`config.mk`:
```
export PLATFORM = sky130hd
export DESIGN_NAME = mmu_job_arbiter
export DESIGN_NICKNAME = d
export VERILOG_FILES = /design/src/rtl/tpu_pkg.sv /design/src/rtl/rr_arbiter.sv /design/src/rtl/mmu_job_arbiter.sv
export SDC_FILE = /design/constraint.sdc
export NUM_CORES = 1
export LEC_CHECK = 0
export ABC_AREA = 1
export BUFFER_PORTS_ARGS = -buffer_cell sky130_fd_sc_hd__buf_2
export CELL_PAD_IN_SITES_DETAIL_PLACEMENT = 1
export CELL_PAD_IN_SITES_GLOBAL_PLACEMENT = 2
export CORE_AREA = 3 3 119 121
export DETAILED_ROUTE_END_ITERATION = 10
export DIE_AREA = 0 0 122 124
export PLACE_DENSITY_LB_ADDON = 0.2
export REMOVE_ABC_BUFFERS = 1
export SLEW_MARGIN = 20
export SYNTH_ARGS = -nofsm -noshare
export SYNTH_HDL_FRONTEND = slang
export SYNTH_SLANG_ARGS = --single-unit
```
`constraint.sdc`:
```
create_clock -name clk -period 2.6 [get_ports clk]
set_clock_uncertainty 0.2 [all_clocks]
set_input_delay 0.26 -clock clk [delete_from_list [all_inputs] [get_ports clk]]
set_output_delay 0.26 -clock clk [all_outputs]
set_load 0.02 [all_outputs]
```
`src/rtl/tpu_pkg.sv`:
```
// Shared state type, job-size constants and requester-index helper for mmu_job_arbiter.
package tpu_pkg;

  typedef enum logic [2:0] {
    IDLE,
    LOAD,
    WAIT_DONE,
    READ,
    RESP,
    DRAIN
  } arb_state_t;

  localparam int JOB_BYTES = 8;
  localparam int RES_WORDS = 4;

  // (base + off) mod n for requester indices; base, off < n <= 8
  function automatic logic [2:0] wrap_add(input logic [2:0] base, input logic [2:0] off,
                                          input int n);
    logic [3:0] sum;
    sum = {1'b0, base} + {1'b0, off};
    if (int'(sum) >= n) sum = sum - 4'(n);
    return sum[2:0];
  endfunction

endpackage

```
`src/rtl/rr_arbiter.sv`:
```
// Round-robin pick: first requester at or after the pointer (wrapping); pointer moves past
// the last winner on an update strobe.
module rr_arbiter
  import tpu_pkg::*;
#(
  parameter int NUM_REQ = 2
) (
  input  logic               clk,
  input  logic               rst_n,
  input  logic [NUM_REQ-1:0] req,
  input  logic               update,
  input  logic [2:0]         last,
  output logic [2:0]         pick,
  output logic               pick_valid
);

  logic [2:0] ptr_reg;
  logic [2:0] cand;

  // Walk offsets from farthest to nearest so the nearest requester wins.
  always_comb begin
    pick       = 3'd0;
    pick_valid = 1'b0;
    cand       = 3'd0;
    for (int off = NUM_REQ - 1; off >= 0; off--) begin
      cand = wrap_add(ptr_reg, 3'(off), NUM_REQ);
      for (int r = 0; r < NUM_REQ; r++) begin
        if (req[r] && (cand == 3'(r))) begin
          pick       = cand;
          pick_valid = 1'b1;
        end
      end
    end
  end

  always_ff @(posedge clk or negedge rst_n) begin
    if (!rst_n) begin
      ptr_reg <= 3'd0;
    end else if (update) begin
      ptr_reg <= wrap_add(last, 3'd1, NUM_REQ);
    end
  end

endmodule

```
`src/rtl/mmu_job_arbiter.sv`:
```
// Shares one 2x2 matrix-multiply controller among NUM_REQ requesters, one job at a time.
// Optional MMU_ARB_TIMEOUT_EN bounds WAIT_DONE/DRAIN by TIMEOUT_CYCLES and pulses err on abort.
module mmu_job_arbiter
  import tpu_pkg::*;
#(
  parameter int NUM_REQ        = 2,
  parameter int TIMEOUT_CYCLES = 255
) (
  input  logic                 clk,
  input  logic                 rst_n,
  input  logic [NUM_REQ-1:0]   req_valid,
  input  logic [8*NUM_REQ-1:0] req_data,
  output logic [NUM_REQ-1:0]   req_ready,
  output logic                 rsp_valid,
  output logic [7:0]           rsp_data,
  output logic [2:0]           rsp_id,
  input  logic [NUM_REQ-1:0]   rsp_ready,
  output logic                 load_en,
  output logic                 load_sel_ab,
  output logic [1:0]           load_index,
  output logic [7:0]           in_data,
  output logic                 output_en,
  output logic [1:0]           output_sel,
  input  logic [7:0]           out_data,
  input  logic                 done,
  output logic                 busy,
  output logic                 err
);

  arb_state_t state_reg, state_next;
  logic [2:0] grant_reg;
  logic [3:0] byte_cnt_reg;
  logic [1:0] word_cnt_reg;
  logic       load_en_reg;
  logic       load_sel_ab_reg;
  logic [1:0] load_index_reg;
  logic [7:0] in_data_reg;
  logic [7:0] res_reg [RES_WORDS];

  logic [2:0] pick;
  logic       pick_valid;
  logic       arb_update;
  logic [7:0] req_bytes [NUM_REQ];
  logic [7:0] sel_byte;
  logic       sel_valid;
  logic       sel_rsp_ready;
  logic       load_open;
  logic       req_fire;
  logic       rsp_fire;
  logic       timeout_hit;

  rr_arbiter #(
    .NUM_REQ(NUM_REQ)
  ) u_rr (
    .clk       (clk),
    .rst_n     (rst_n),
    .req       (req_valid),
    .update    (arb_update),
    .last      (grant_reg),
    .pick      (pick),
    .pick_valid(pick_valid)
  );

  assign load_open = (state_reg == LOAD) && (byte_cnt_reg < 4'(JOB_BYTES));

  for (genvar gi = 0; gi < NUM_REQ; gi++) begin : g_req
    assign req_bytes[gi] = req_data[8*gi +: 8];
    assign req_ready[gi] = load_open && (grant_reg == 3'(gi));
  end

  always_comb begin
    sel_byte      = 8'd0;
    sel_valid     = 1'b0;
    sel_rsp_ready = 1'b0;
    for (int i = 0; i < NUM_REQ; i++) begin
      if (grant_reg == 3'(i)) begin
        sel_byte      = req_bytes[i];
        sel_valid     = req_valid[i];
        sel_rsp_ready = rsp_ready[i];
      end
    end
  end

  assign req_fire = load_open && sel_valid;
  assign rsp_fire = (state_reg == RESP) && sel_rsp_ready;

`ifdef MMU_ARB_TIMEOUT_EN
  logic [15:0] tmo_cnt_reg;
  logic        err_reg;

  // Only fires when the normal exit condition is not also present this cycle.
  assign timeout_hit = (tmo_cnt_reg == 16'(TIMEOUT_CYCLES - 1)) &&
                       (((state_reg == WAIT_DONE) && !done) || ((state_reg == DRAIN) && done));
  assign err = err_reg;

  always_ff @(posedge clk or negedge rst_n) begin
    if (!rst_n) begin
      tmo_cnt_reg <= 16'd0;
      err_reg     <= 1'b0;
    end else begin
      err_reg <= timeout_hit;
      if (state_next != state_reg) begin
        tmo_cnt_reg <= 16'd0;
      end else if ((state_reg == WAIT_DONE) || (state_reg == DRAIN)) begin
        tmo_cnt_reg <= tmo_cnt_reg + 16'd1;
      end
    end
  end
`else
  logic unused_timeout;
  assign unused_timeout = ^32'(TIMEOUT_CYCLES);
  assign timeout_hit    = 1'b0;
  assign err            = 1'b0;
`endif

  always_ff @(posedge clk or negedge rst_n) begin
    if (!rst_n) begin
      state_reg <= IDLE;
    end else begin
      state_reg <= state_next;
    end
  end

  always_comb begin
    state_next = state_reg;
    arb_update = 1'b0;
    case (state_reg)
      IDLE:      if (pick_valid) state_next = LOAD;
      LOAD:      if (load_en_reg && (byte_cnt_reg == 4'(JOB_BYTES))) state_next = WAIT_DONE;
      WAIT_DONE: begin
        if (done) begin
          state_next = READ;
        end else if (timeout_hit) begin
          state_next = IDLE;
          arb_update = 1'b1;
        end
      end
      READ:      if (word_cnt_reg == 2'(RES_WORDS - 1)) state_next = RESP;
      RESP:      if (rsp_fire && (word_cnt_reg == 2'(RES_WORDS - 1))) state_next = DRAIN;
      DRAIN: begin
        if (!done || timeout_hit) begin
          state_next = IDLE;
          arb_update = 1'b1;
        end
      end
      default:   state_next = IDLE;
    endcase
  end

  always_ff @(posedge clk or negedge rst_n) begin
    if (!rst_n) begin
      grant_reg       <= 3'd0;
      byte_cnt_reg    <= 4'd0;
      word_cnt_reg    <= 2'd0;
      load_en_reg     <= 1'b0;
      load_sel_ab_reg <= 1'b0;
      load_index_reg  <= 2'd0;
      in_data_reg     <= 8'd0;
      for (int i = 0; i < RES_WORDS; i++) res_reg[i] <= 8'd0;
    end else begin
      load_en_reg <= 1'b0;
      if (arb_update) grant_reg <= 3'd0;
      case (state_reg)
        IDLE: begin
          byte_cnt_reg <= 4'd0;
          word_cnt_reg <= 2'd0;
          if (pick_valid) grant_reg <= pick;
        end
        LOAD: begin
          // The controller write trails the handshake by one cycle.
          if (req_fire) begin
            load_en_reg     <= 1'b1;
            in_data_reg     <= sel_byte;
            load_sel_ab_reg <= byte_cnt_reg[2];
            load_index_reg  <= byte_cnt_reg[1:0];
            byte_cnt_reg    <= byte_cnt_reg + 4'd1;
          end
        end
        READ: begin
          res_reg[word_cnt_reg] <= out_data;
          word_cnt_reg          <= word_cnt_reg + 2'd1;
        end
        RESP: begin
          if (rsp_fire) word_cnt_reg <= word_cnt_reg + 2'd1;
        end
        default: ;
      endcase
    end
  end

  assign busy        = (state_reg != IDLE);
  assign load_en     = load_en_reg;
  assign load_sel_ab = load_sel_ab_reg;
  assign load_index  = load_index_reg;
  assign in_data     = in_data_reg;
  assign output_en   = (state_reg == READ);
  assign output_sel  = output_en ? word_cnt_reg : 2'd0;
  assign rsp_valid   = (state_reg == RESP);
  assign rsp_data    = rsp_valid ? res_reg[word_cnt_reg] : 8'd0;
  assign rsp_id      = grant_reg;

endmodule

```
==> results of run 1 <==
-- metrics by stage --
stage / cell area [µm²] / utilization (%) / total power, W
after detailed placement: 3740 / 28.4 / 0.00379
final: 4080 / 30.9 / 0.00491
after global placement: 3740 / 28.4 / 0.00374
after floorplan: 3180 / - / 0.00309
after CTS: 4080 / 30.9 / 0.00502
after global routing: 4080 / 30.9 / 0.00539
-- cell families (layout without fill, tap and decap cells) --
group                    after synthesis  in the layout  share of synthesized area [%]
AND/OR/NAND/NOR                      190            190                           25.9
other                                  1              1                          0.114
flip-flops                            59             59                           44.8
AO/OA/AOI/OAI                         87             87                           15.0
XOR/XNOR                               2              2                          0.531
buffers and inverters                 58            126                           8.39
adder cells (fa/ha/maj)               14             14                           5.31
-- cell usage after synthesis --
| cell type | count |
|---|---|
| a21oi_1 | 14 |
| a31oi_1 | 9 |
| and3_1 | 1 |
| buf_1 | 1 |
| buf_2 | 6 |
| buf_4 | 1 |
| buf_6 | 6 |
| clkbuf_1 | 2 |
| conb_1 | 1 |
| dfrtp_1 | 59 |
| ha_1 | 14 |
| inv_1 | 35 |
| inv_2 | 6 |
| inv_4 | 1 |
| nand2_1 | 77 |
| nand2_2 | 6 |
| nand2_4 | 4 |
| nand3_1 | 25 |
| nand3_2 | 1 |
| nand3b_1 | 1 |
| nand4_1 | 10 |
| nor2_1 | 58 |
| nor2_2 | 3 |
| nor3_1 | 1 |
| nor3_4 | 1 |
| o21ai_0 | 50 |
| o21ai_2 | 11 |
| o21bai_1 | 1 |
| o22ai_1 | 1 |
| o31ai_1 | 1 |
| or2_2 | 2 |
| xor2_1 | 2 |
-- worst register-to-register path, delay by kind of cell, from the launching register on --
kind,cells,cell delay (ns)
AND/OR/NAND/NOR,6,0.69
flip-flops,1,0.43
adder cells (fa/ha/maj),1,0.43
AO/OA/AOI/OAI,1,0.21
buffers and inverters,1,0.14
-- routing by layer --
layer	global-route usage (%)	routed length [µm]	vias to the layer above
met5	0	0	-
met4	3.71	116	0
met3	4.18	317	8
met2	23.1	4810	38
met1	16.9	4480	1390
li1	-	-	1467
-- power breakdown --
| part | internal [W] | leakage, nW | total [W] | switching [W] |
|---|---|---|---|---|
| combinational | 0.000742 | 1.27 | 0.00216 | 0.00142 |
| sequential | 0.00131 | 0.680 | 0.00157 | 0.000262 |
| clock | 0.000741 | 0.135 | 0.00118 | 0.000443 |
| total | 0.00279 | 2.09 | 0.00491 | 0.00212 |
-- final cells by class --
class / count / area share, %
sequential: 59 / 36.2
clock inverter: 6 / 1.63
tap: 176 / 5.40
inverter: 42 / 3.93
multi-input combinational: 294 / 37.9
timing repair buffer: 68 / 9.39
clock buffer: 10 / 5.61
-- path summary, 6_finish.rpt --
kind | startpoint | end | slack (ns) | depth (start not counted)
max | state_reg[0] | rsp_data[4] | 0.36 | 4
max reg2reg | rsp_id[0] | state_reg[0] | 0.39 | 9
min in group asynchronous | rst_n | in_data[3] | 0.27 | 3
min | req_data[14] | in_data[6] | 0.01 | 3
min reg2reg | res_reg[7] | res_reg[7] | 0.28 | 2
max in group asynchronous | rst_n | byte_cnt_reg[1] | 1.65 | 3
==> metrics list, run 1 <==
- Across the whole layout, storage elements account for 1480 µm².
- Mean number of vias per cell: 4.43
- Routed WL per cell: 14.8 µm
- Number of buffers inserted by port buffering: 60
- Vias: 2903
- In the finished design, the share of the clock period the worst path needs comes to 86.2%.
- Synth Instances: 411
- Number of global-route vias before repair: 2974
* Layout overhead on the synthesized area: 23.7%
- The worst setup path is captured at an output port.
- Die Footprint: 15100 µm²
- Max-cap violations in this run came to 0.
* Commonest non-fill, non-tap cell in the layout: nand2_1
- Final setup TNS: 0 ns
- The first detailed-routing pass ran for 4 iterations.
- In this run the post-CTS setup repair buffer count came out at 0.
- Setup slack closes at 0.358 ns.
* Pin count of the biggest net entering global routing: 60
- Number of DRC violations after detailed routing: 0
- Power density normalized to cell area: 1200 nW/µm²
- The cell sitting at the root of the clock tree is a clkbuf_16.
- Setup crit start kind: register
- The later pin in the worst-skew pair is clocked with a latency of 0.33 ns.
- Measured along the x axis, the die boundary spans 122 µm.
* Layout Cells excl Fill: 655
- Antenna diode count: 0
* Core area: 13200 µm²
- Shortest clock period the worst path allows after layout: 2.24 ns
- After synthesis the cells add up to 3300 µm².
- Final setup vio count: 0
- # clock sinks: 59
* Number of fillers in the final layout: 1600
- Post-synthesis register bit count: 59
* Max reg flops: 32
- The initial antenna violation count came to 0.
- Detailed placement finished with a half-perimeter wire length of 6880 µm.
* Number of max-slew violations in the final report: 0
- Number of resized instances in the post-cts repair step: 0
- After synthesis, the netlist uses 32 different library cells.
- Maximum vdd drop: 0.436 mV
* Number of top-level pins: 62
- In this run the static leakage power is 2.09 nW.
- Global routing consumed, over all layers together, 13.7% of the routing resources.
* RSZ-0062 raised after global routing: false
- Among cell families on the critical path, the largest total delay comes from simple AND/OR/NAND/NOR gates.
- The H-tree was split into 3 levels.
* Nets: 519
* Height of the die: 124 µm
* Dpl ws: 0.358 ns
- In this design, the stage delay of the slowest critical-path cell is 0.45 ns.
- Clock tree synthesis inserted a total of 9 buffers.
- After floorplanning, the core was divided into 42 placement rows.
* Required time at the endpoint of the critical path: 2.14 ns
- At the pin with the least slew margin, the transition time is 0.617 ns.
- Type of the most critical hold path: input port to register
- Measured against its own limit, the worst slew margin works out to 58.8%.
- For this run the aggregate overflow at the end of global routing stands at 0.
* Routed wire length: 9720 µm
- Counting along the longest clock path gives a buffer depth of 2.
* Status: finished, final reports clean
* Detail Route Antenna Nets: 0
- Area share of the leading cell type in the synthesized netlist: 44.8%
- Cell count after placement: 635
- Data arrival time of the critical path: 1.78 ns
- Once the floorplan was initialized, standard cells occupied 25.0% of the core.
* CTS tree: built
* Largest fanout on the critical path: 12
- Cell types occupying the most area after synthesis: dfrtp_1 45%, nand2_1 8.8%, o21ai_0 7.6%
- Average cell area after synthesis: 8.02 µm²
- Leaving out fill and tap cells, the most frequent cells in the layout are 77 x nand2_1, 60 x buf_2, 59 x dfrtp_1.
* Count of hold buffers inserted by post-cts repair: 4
* Critical path type: register to output port
- For this block, the initial DRC count from the detailed router was 160.
* Fraction of final layout cells sized beyond drive strength 1: 23.8%
- Together, buffers and inverters on the worst path number 1.
* Sequential area share after synthesis: 44.8%
- Clock-pin slew was measured on the worst setup and hold paths at 0.05 ns.
* Area of combinational cells with multiple inputs: 1540 µm²
* Wire length of the first global-routing pass: 15600 µm
- The slowest stage of the critical path belongs to the cell dfrtp_1.
- Number of endpoints with negative hold slack in the final report: 0
- Final Wtd Congestion: 0.776
- Synthesis Warnings: 0
- Yosys top cell by area: dfrtp_1
- The tightest hold path in the finished design has a slack of 0.0144 ns.
* Maximum frequency from static timing analysis: 446 MHz
- Walking the worst path, the cells encountered are nor2_1, nand2_1, a21oi_1, buf_2.
No activity file was read; power rests on OpenSTA's default activity.
==> run 2: changes to the inputs <==
- RECOVER_POWER: unset -> 25
- clock period: 2.6 -> 1.9 ns (I/O delays scaled with it)
==> metrics list, run 2 (synthesized netlist as in run 1, its figures left out) <==
* Depth of the CTS H-tree: 3 (unchanged)
* Number of search-and-repair iterations in the first detailed-routing pass: 6 (+2)
* Congestion Overflow GR: 0 (unchanged)
- Commonest non-fill, non-tap cell in the layout: nand2_1
- Status: finished, final reports clean
- The peak supply drop was 0.680 mV (+56%).
* Routed wire length: 10800 µm (+11%)
- The number of buffers added by the clock tree synthesis step was 9 (unchanged).
- The clock net sink count is 59 (unchanged).
- The placeable core region was 13200 µm² (unchanged).
- The transition time of the tightest slew-check pin is 1.14 ns (+0.522 ns).
- The residual antenna-violating net count after detailed routing is 0 (unchanged).
- The data arrival time of the critical path came to 1.91 ns (+0.13 ns).
- Clock insertion delay at the later pin of the skew report: 0.33 ns (about the same)
- CTS placed an instance of clkbuf_16 at the clock tree root.
- The leakage power was 2.40 nW (+15%).
* Worst Setup SP: u_rr.ptr_reg[0]
- Final Hold Slack: 0.105 ns (+0.0909 ns)
- The critical-path maximum fanout came to 4 (-8).
- Hold Startpoint: req_valid[0]
* Critical path type: register to register
- The number of setup violations in the final report came to 0 (unchanged).
* Fraction of final layout cells sized beyond drive strength 1: 37.3% (+14 points)
- Mean number of vias per cell: 4.51 (+1.7%)
* Max_cap viols: 0 (unchanged)
- Type of the most critical hold path: input port to register
- The power per cell area was 1630 nW/µm² (+35%).
- Setup crit start kind: register
* Required time at the endpoint of the critical path: 1.92 ns (-0.22 ns)
- Height of the die: 124 µm (unchanged)
- Final Wtd Congestion: 0.831 (+7.1%)
* Maximum frequency from static timing analysis: 529 MHz
- The worst-case headroom to the max-slew limit was 24.1% (-35 points).
- Fin crit share: 99.5%
- Final setup TNS: 0 ns (unchanged)
- Number of endpoints with negative hold slack in the final report: 0 (unchanged)
- Antenna violations before repair: 0 (unchanged)
- The number of port buffers came to 60 (unchanged).
- The clock transition time at the flip-flop clock pins of the worst setup and hold paths came to 0.05 ns (about the same).
- Wire length of the first global-routing pass: 17200 µm (+9.9%)
- Initial core utilization: 25.0% (unchanged)
- Die Footprint: 15100 µm² (unchanged)
* Number of top-level pins: 62 (unchanged)
* Total Power Consumption: 0.00794 W (+62%)
* Shortest clock period the worst path allows after layout: 1.89 ns
* Top library cells by usage in the layout, fill and taps aside: 66 x nand2_1, 51 x nor2_1, 51 x dfrtp_1
* Pin count of the biggest net entering global routing: 44 (-27%)
- TritonCTS built the clock tree.
- Maximum root-to-sink buffer count: 2 (unchanged)
- Max reg flops: 32 (unchanged)
- Nets: 577 (+11%)
* Vias: 3214 (+11%)
- Number of DRC violations after detailed routing: 0 (unchanged)
- Die boundary width: 122 µm (unchanged)
- The half-perimeter wire length after placement came to 7250 µm (+5.4%).
- Routed WL per cell: 15.2 µm (+2.1%)
- Layout overhead on the synthesized area: 47.8%
- CP Capture Type: register
- The number of fill cells in the layout is 1560 (-2.5%).
- Global router's overall resource usage: 14.8% (+1.2 points)
* Number of global-route vias before repair: 3331 (+12%)
* Number of max-slew violations in the final report: 0 (unchanged)
- The violation count after the first detailed-routing iteration was 96 (-40%).
* RSZ-0062 raised after global routing: true
- Standard-cell rows: 42 (unchanged)
- Worst r2r src: u_rr.ptr_reg[0]
run 2: path summary, 6_finish.rpt:
path | endpoint | slack [ns] | cells past startpoint
worst min-delay path | rsp_id[1] | 0.11 | 5
worst min register to register | res_reg[7] | 0.27 | 2
worst max-delay path | state_reg[0] | 0.009 | 13
max in group asynchronous | state_reg[1] | 0.21 | 3
worst max register to register | state_reg[0] | 0.009 | 13
min in group asynchronous | in_data[3] | 0.45 | 3
run 2: final cells by class:
| cell class | instances | area, µm² | share of cell area (%) |
|---|---|---|---|
| multi-input cells | 294 | 1730 | 35.5 |
| flip-flops and latches | 59 | 1490 | 30.5 |
| repair buffers | 126 | 942 | 19.3 |
| clock buffers | 10 | 239 | 4.90 |
| well taps | 176 | 220 | 4.52 |
| inverters | 42 | 178 | 3.65 |
| clock inverters | 5 | 77.6 | 1.59 |
| diodes | 1 | 2.50 | 0.0513 |
run 2: routing by layer:
| layer | vias to the layer above | part of all wire (%) | routed length [µm] | track usage, % |
|---|---|---|---|---|
| met5 | - | 0 | 0 | 0 |
| li1 | 1591 | - | - | - |
| met4 | 0 | 1.2 | 126 | 4.06 |
| met3 | 9 | 3.1 | 340 | 4.77 |
| met2 | 36 | 53 | 5740 | 26.0 |
| met1 | 1578 | 43 | 4600 | 17.5 |
run 2: what timing repair did:
item | in CTS | in global routing
setup buffers | 11 | 7
gates cloned | 0 | 2
hold buffers | 25 | 0
endpoints found under the hold margin | 84 | 0
endpoints found under the setup margin | 17 | 28
resized for setup | 30 | 73
pin swaps | 6 | 23
run 2: stage by stage:
stage               setup WS, ns  cells  util [%]  area [µm²]
floorplan                 -0.185    395         -        3180
global placement          0.0183    652      29.4        3880
detailed placement       -0.0166    652      29.4        3880
CTS                      -0.0126    703      35.0        4620
global route              -0.139    712      36.9        4870
finish                   0.00934    713      36.9        4870
run 2: critical path, cell delays in order, from the launching register on:
cell and delay, ns:
dfrtp_2 0.46, inv_4 0.09, ha_4 0.13, inv_1 0.04, nand2_2 0.08, nand2_1 0.06
nand2_1 0.07, nand2_1 0.10, a21oi_1 0.18, nor2_2 0.07, nand3_2 0.10, nand2_2 0.07
nand2_1 0.07, nand2_1 0.05
run 2: where the power goes:
part | internal (W) | leakage, nW | switching, W
Sequential | 0.00181 | 0.670 | 0.000395
Clock | 0.00117 | 0.154 | 0.000582
Combinational | 0.00166 | 1.57 | 0.00232
Total | 0.00464 | 2.40 | 0.00330
